**config.mk**
```make
export PLATFORM = sky130hd
export DESIGN_NAME = sgd_error
export DESIGN_NICKNAME = d
export VERILOG_FILES = /design/src/rtl/sgd_error.sv
export SDC_FILE = /design/constraint.sdc
export NUM_CORES = 2
export LEC_CHECK = 0
export CAP_MARGIN = 20
export CORE_ASPECT_RATIO = 1.5
export CORE_UTILIZATION = 62
export DETAILED_ROUTE_END_ITERATION = 12
export PLACE_DENSITY = 0.85
export SLEW_MARGIN = 20
export SYNTH_ARGS = -nofsm -noshare
export SYNTH_HDL_FRONTEND = slang
export SYNTH_SLANG_ARGS = --single-unit
```
**constraint.sdc**
```tcl
create_clock -name clk -period 11.3 [get_ports clk]
set_input_delay 1.13 -clock clk [delete_from_list [all_inputs] [get_ports clk]]
set_output_delay 1.13 -clock clk [all_outputs]
set_load 0.01 [all_outputs]
```
**src/rtl/sgd_error.sv**
```systemverilog
// Dot-product error term e = (w.x >>> FRAC_SHIFT) - y, replicated per lane; SGD_ERR_SAT_EN selects saturating narrowing.
// Latency: err_valid rises on the edge after the last beat is accepted.
// Backpressure: in_ready low while a result is held; the result is held until err_ready.
module sgd_error #(
   parameter int INPUT_BITWIDTH = 8,
   parameter int BITWIDTH       = 16,
   parameter int SIZE           = 10,
   parameter int ACC_WIDTH      = 32,
   parameter int FRAC_SHIFT     = 8,
   parameter int MAX_CHUNKS     = 16
) (
   input  logic                         clk,
   input  logic                         rst,
   input  logic                         in_valid,
   output logic                         in_ready,
   input  logic                         in_last,
   input  logic [INPUT_BITWIDTH*SIZE-1:0] x,
   input  logic [BITWIDTH*SIZE-1:0]     w,
   input  logic [BITWIDTH-1:0]          y,
   output logic                         err_valid,
   input  logic                         err_ready,
   output logic [BITWIDTH*SIZE-1:0]     err,
   output logic                         chunk_ovf
);

   localparam int PW = INPUT_BITWIDTH + BITWIDTH;
   localparam int CW = $clog2(MAX_CHUNKS + 1);

   typedef enum logic {ACCUM, HOLD} state_t;

   state_t                      r_state;
   logic signed [ACC_WIDTH-1:0] r_acc;
   logic [CW-1:0]               r_cnt;
   logic [BITWIDTH-1:0]         r_err;
   logic                        r_ovf;

   logic signed [ACC_WIDTH-1:0] w_psum;
   logic signed [ACC_WIDTH-1:0] w_acc_sum;
   logic signed [ACC_WIDTH-1:0] w_shifted;
   logic signed [ACC_WIDTH-1:0] w_y_ext;
   logic signed [ACC_WIDTH-1:0] w_diff;
   logic signed [PW-1:0]        w_xe;
   logic signed [PW-1:0]        w_we;
   logic signed [PW-1:0]        w_prod;
   logic [BITWIDTH-1:0]         w_err_nxt;
   logic                        w_force;
   logic                        w_last;

   // Both operands widened to PW so the product is exact at full precision.
   always_comb begin
      w_psum = '0;
      w_xe   = '0;
      w_we   = '0;
      w_prod = '0;
      for (int i = 0; i < SIZE; i++) begin
         w_xe   = {{BITWIDTH{x[INPUT_BITWIDTH*i+INPUT_BITWIDTH-1]}},
                   x[INPUT_BITWIDTH*i +: INPUT_BITWIDTH]};
         w_we   = {{INPUT_BITWIDTH{w[BITWIDTH*i+BITWIDTH-1]}},
                   w[BITWIDTH*i +: BITWIDTH]};
         w_prod = w_xe * w_we;
         w_psum = w_psum + {{(ACC_WIDTH-PW){w_prod[PW-1]}}, w_prod};
      end
   end

   assign w_acc_sum = r_acc + w_psum;
   assign w_shifted = w_acc_sum >>> FRAC_SHIFT;
   assign w_y_ext   = {{(ACC_WIDTH-BITWIDTH){y[BITWIDTH-1]}}, y};
   assign w_diff    = w_shifted - w_y_ext;

`ifdef SGD_ERR_SAT_EN
   localparam logic signed [ACC_WIDTH-1:0] SAT_MAX =
      {{(ACC_WIDTH-BITWIDTH+1){1'b0}}, {(BITWIDTH-1){1'b1}}};
   localparam logic signed [ACC_WIDTH-1:0] SAT_MIN =
      {{(ACC_WIDTH-BITWIDTH+1){1'b1}}, {(BITWIDTH-1){1'b0}}};

   always_comb begin
      w_err_nxt = w_diff[BITWIDTH-1:0];
      if (w_diff > SAT_MAX)
         w_err_nxt = SAT_MAX[BITWIDTH-1:0];
      else if (w_diff < SAT_MIN)
         w_err_nxt = SAT_MIN[BITWIDTH-1:0];
   end
`else
   logic w_unused_hi;
   assign w_unused_hi = ^w_diff[ACC_WIDTH-1:BITWIDTH];
   assign w_err_nxt   = w_diff[BITWIDTH-1:0];
`endif

   // A non-last beat that would fill the final chunk slot closes the vector.
   assign w_force = (r_cnt == CW'(MAX_CHUNKS - 1));
   assign w_last  = in_last || w_force;

   always_ff @(posedge clk or posedge rst) begin
      if (rst) begin
         r_state <= ACCUM;
         r_acc   <= '0;
         r_cnt   <= '0;
         r_err   <= '0;
         r_ovf   <= 1'b0;
      end else begin
         case (r_state)
            ACCUM: begin
               if (in_valid) begin
                  if (w_last) begin
                     r_err   <= w_err_nxt;
                     r_acc   <= '0;
                     r_cnt   <= '0;
                     r_state <= HOLD;
                     if (!in_last)
                        r_ovf <= 1'b1;
                  end else begin
                     r_acc <= w_acc_sum;
                     r_cnt <= r_cnt + 1'b1;
                  end
               end
            end
            HOLD: begin
               if (err_ready)
                  r_state <= ACCUM;
            end
            default: r_state <= ACCUM;
         endcase
      end
   end

   assign in_ready  = (r_state == ACCUM);
   assign err_valid = (r_state == HOLD);
   assign err       = {SIZE{r_err}};
   assign chunk_ovf = r_ovf;

endmodule

```
==> metrics <==
GR Util met1 36.95%; Worst R2R Setup Slack 2.54 ns; Worst Setup Start Kind input port; die width 232.0 microns; max-cap viol count 0; Yosys reg bits 47; Vias/cell 5.502; most frequent cells in the layout inv_1 (1418), fa_1 (1383), nand2_1 (709); DR DRC count 0; post-synth top area share 56.82%; outcome complete, but fails checks; Synth area leaders fa_1 (57%), inv_1 (11%), ha_1 (8.0%); Die Height 347.1 microns; Initial Util 62.56%; slowest stage delay, CP 0.59 ns; clock input transition at the sequential cells of the worst setup and hold paths 0.07 ns; endpoints failing setup 13; hold depth 1; Final Max Tran Viols 0; WS Path Type input port to register; Setup WS post-layout -1.078 ns; Worst-Skew Late Latency 0.30 ns; DRT iter0 DRCs 1542; hpwl dp 128000 microns; IO buf count 423; met2 Use GR 66.47%; via count 36840; Critical Path RT 11.53 ns; RR Endpoint r_err[15]; GR Util All Layers 36.38%; Yosys cell types 54; Post-synth EDFFs 0; Reg2Reg Depth 32; pin count of the biggest net entering global routing 48; CP max stage cell fa_1; grt peak-use layer met2; Wirelength per Cell 20.95 microns; WP data arrival 12.61 ns; RSZ-0062 raised after global routing yes; Post-layout nets 7622; global placement routability congestion 1.004; Worst slew margin 40.06%; reg-to-reg critical path startpoint r_acc[5]; CP Max Fanout 5; number of global-route vias before repair 43010; fmax 80.79 MHz; FFs w/ async S/R, synth 100.0%; std cell rows 126; Main synth FF type dfrtp_1; Syn Inst Count 5162; DR pass1 iterations 5; failing checks negative setup slack; H-tree depth 2; Layout area overhead 16.24%; CTS Sinks 47; Yosys warning total 0; CTS Buffer Depth 2; register area share after synthesis 2.390%; most used cell, CP fa_1; final WL 140300 microns; Worst Hold Endpoint chunk_ovf; CP endpoint kind register; Sum Neg Setup Slack -7.349 ns; Final Critical Period 12.38 ns; worst slew pin tran 0.8992 ns; Hold Startpoint chunk_ovf; DRT antenna net count 0; synthesized area per cell 9.535 sq um; Period Utilization, post-route 109.5%; core region area 0.07867 sq mm; IO Pins 424; Synth area leader fa_1; GRT overflow 0; Hold Crit Class register to register; share of layout cells above drive strength 1 10.13%; CTS tree done; Cells after DPL 6616; Root Buffer clkbuf_16; total CTS buffers 5; commonest non-fill, non-tap cell in the layout inv_1; skew final 0.007387 ns; Mapped Area 0.04922 sq mm; initial antenna violation count 39; Post-Synthesis Net Count 7136; grt met3 use 7.022%; Final Hold Fails 0; first-pass GRT wire length 220700 microns; Die Area 0.08054 sq mm; Cell Count, Final, Fillers Out 6696
worst max path at each step:
stage	slack [ns]	cells past startpoint	endpoint	startpoint
6_report	-1.08	47	r_err[15]	w[148]
5_1_grt	-1.51	47	r_err[14]	w[148]
2_1_floorplan	-0.44	43	r_err[15]	x[75]
3_5_place_dp	-2.00	46	r_err[14]	x[79]
3_3_place_gp	-1.88	46	r_err[14]	x[79]
4_1_cts	-0.97	47	r_err[15]	x[75]
layer usage:
| metal | vias to the layer above | wire length (microns) | part of all wire (%) |
|---|---|---|---|
| met5 | - | 258 | 0.18 |
| met4 | 40 | 11770 | 8.4 |
| met3 | 771 | 10090 | 7.2 |
| met2 | 1675 | 74390 | 53 |
| met1 | 18950 | 43800 | 31 |
| li1 | 15400 | - | - |
Yosys cell counts, types with 36 or more instances:
library cell and count:
fa_1 1397, inv_1 1448, ha_1 316, clkbuf_1 115
a21oi_1 36, buf_4 144, dfrtp_1 47, xnor2_1 113
nand2_1 718, and2_1 429, o21ai_0 38, nand2b_1 124
state kept, by name (all words and copies together) (netlist names):
signal     flops
r_acc         24
r_err         16
r_cnt          5
chunk_ovf      1
err_valid      1
through the flow:
step	utilization [%]	instance area (sq um)	setup slack, ns	hold slack [ns]
4_1_cts	71.91	56570	-0.9726	0.4882
6_report	72.72	57210	-1.078	0.4885
2_1_floorplan	-	49640	-0.4365	0.4498
3_5_place_dp	70.76	55670	-1.998	0.4675
3_3_place_gp	70.76	55670	-1.879	0.4613
5_1_grt	72.68	57180	-1.508	0.4926
final cells by class:
class | count | area (sq um)
flip-flops and latches | 47 | 1176
fillers | 5452 | 21460
diodes | 23 | 57.56
well taps | 1024 | 1281
repair buffers | 748 | 6761
clock inverters | 3 | 22.52
clock buffers | 5 | 125.1
inverters | 1449 | 5445
multi-input cells | 3397 | 42340
kinds of logic (layout without fill, tap and decap cells):
logic type      count (synthesis)  in the layout  synth area share [%]
other cells                     0             23                     0
simple gates                 1381           1381                 13.72
fa+ha+maj                    1713           1713                 64.86
mux                             2              2               0.04576
flops                          47             47                 2.390
buf+inv                      1718           2205                 14.20
compound gates                166            166                 2.311
xor+xnor                      135            135                 2.479
what timing repair did:
item / CTS / global route
pin swaps: 124 / 91
cloned: 1 / 0
buffers inserted: 35 / 20
gates resized for setup: 205 / 100
setup endpoints to repair: 21 / 20
hold buffers: 0 / 0
critical path: cells and delay by family:
kind,cells,cell delay [ns]
AND/OR/NAND/NOR,6,0.91
AO/OA/AOI/OAI,12,1.91
buffers and inverters,9,0.69
adder cells (fa/ha/maj),17,7.43
XOR/XNOR,3,0.55
Power is left out: the tool's default activity adds up to more than one toggle a clock period on the data nets, which glitch-free logic cannot reach.
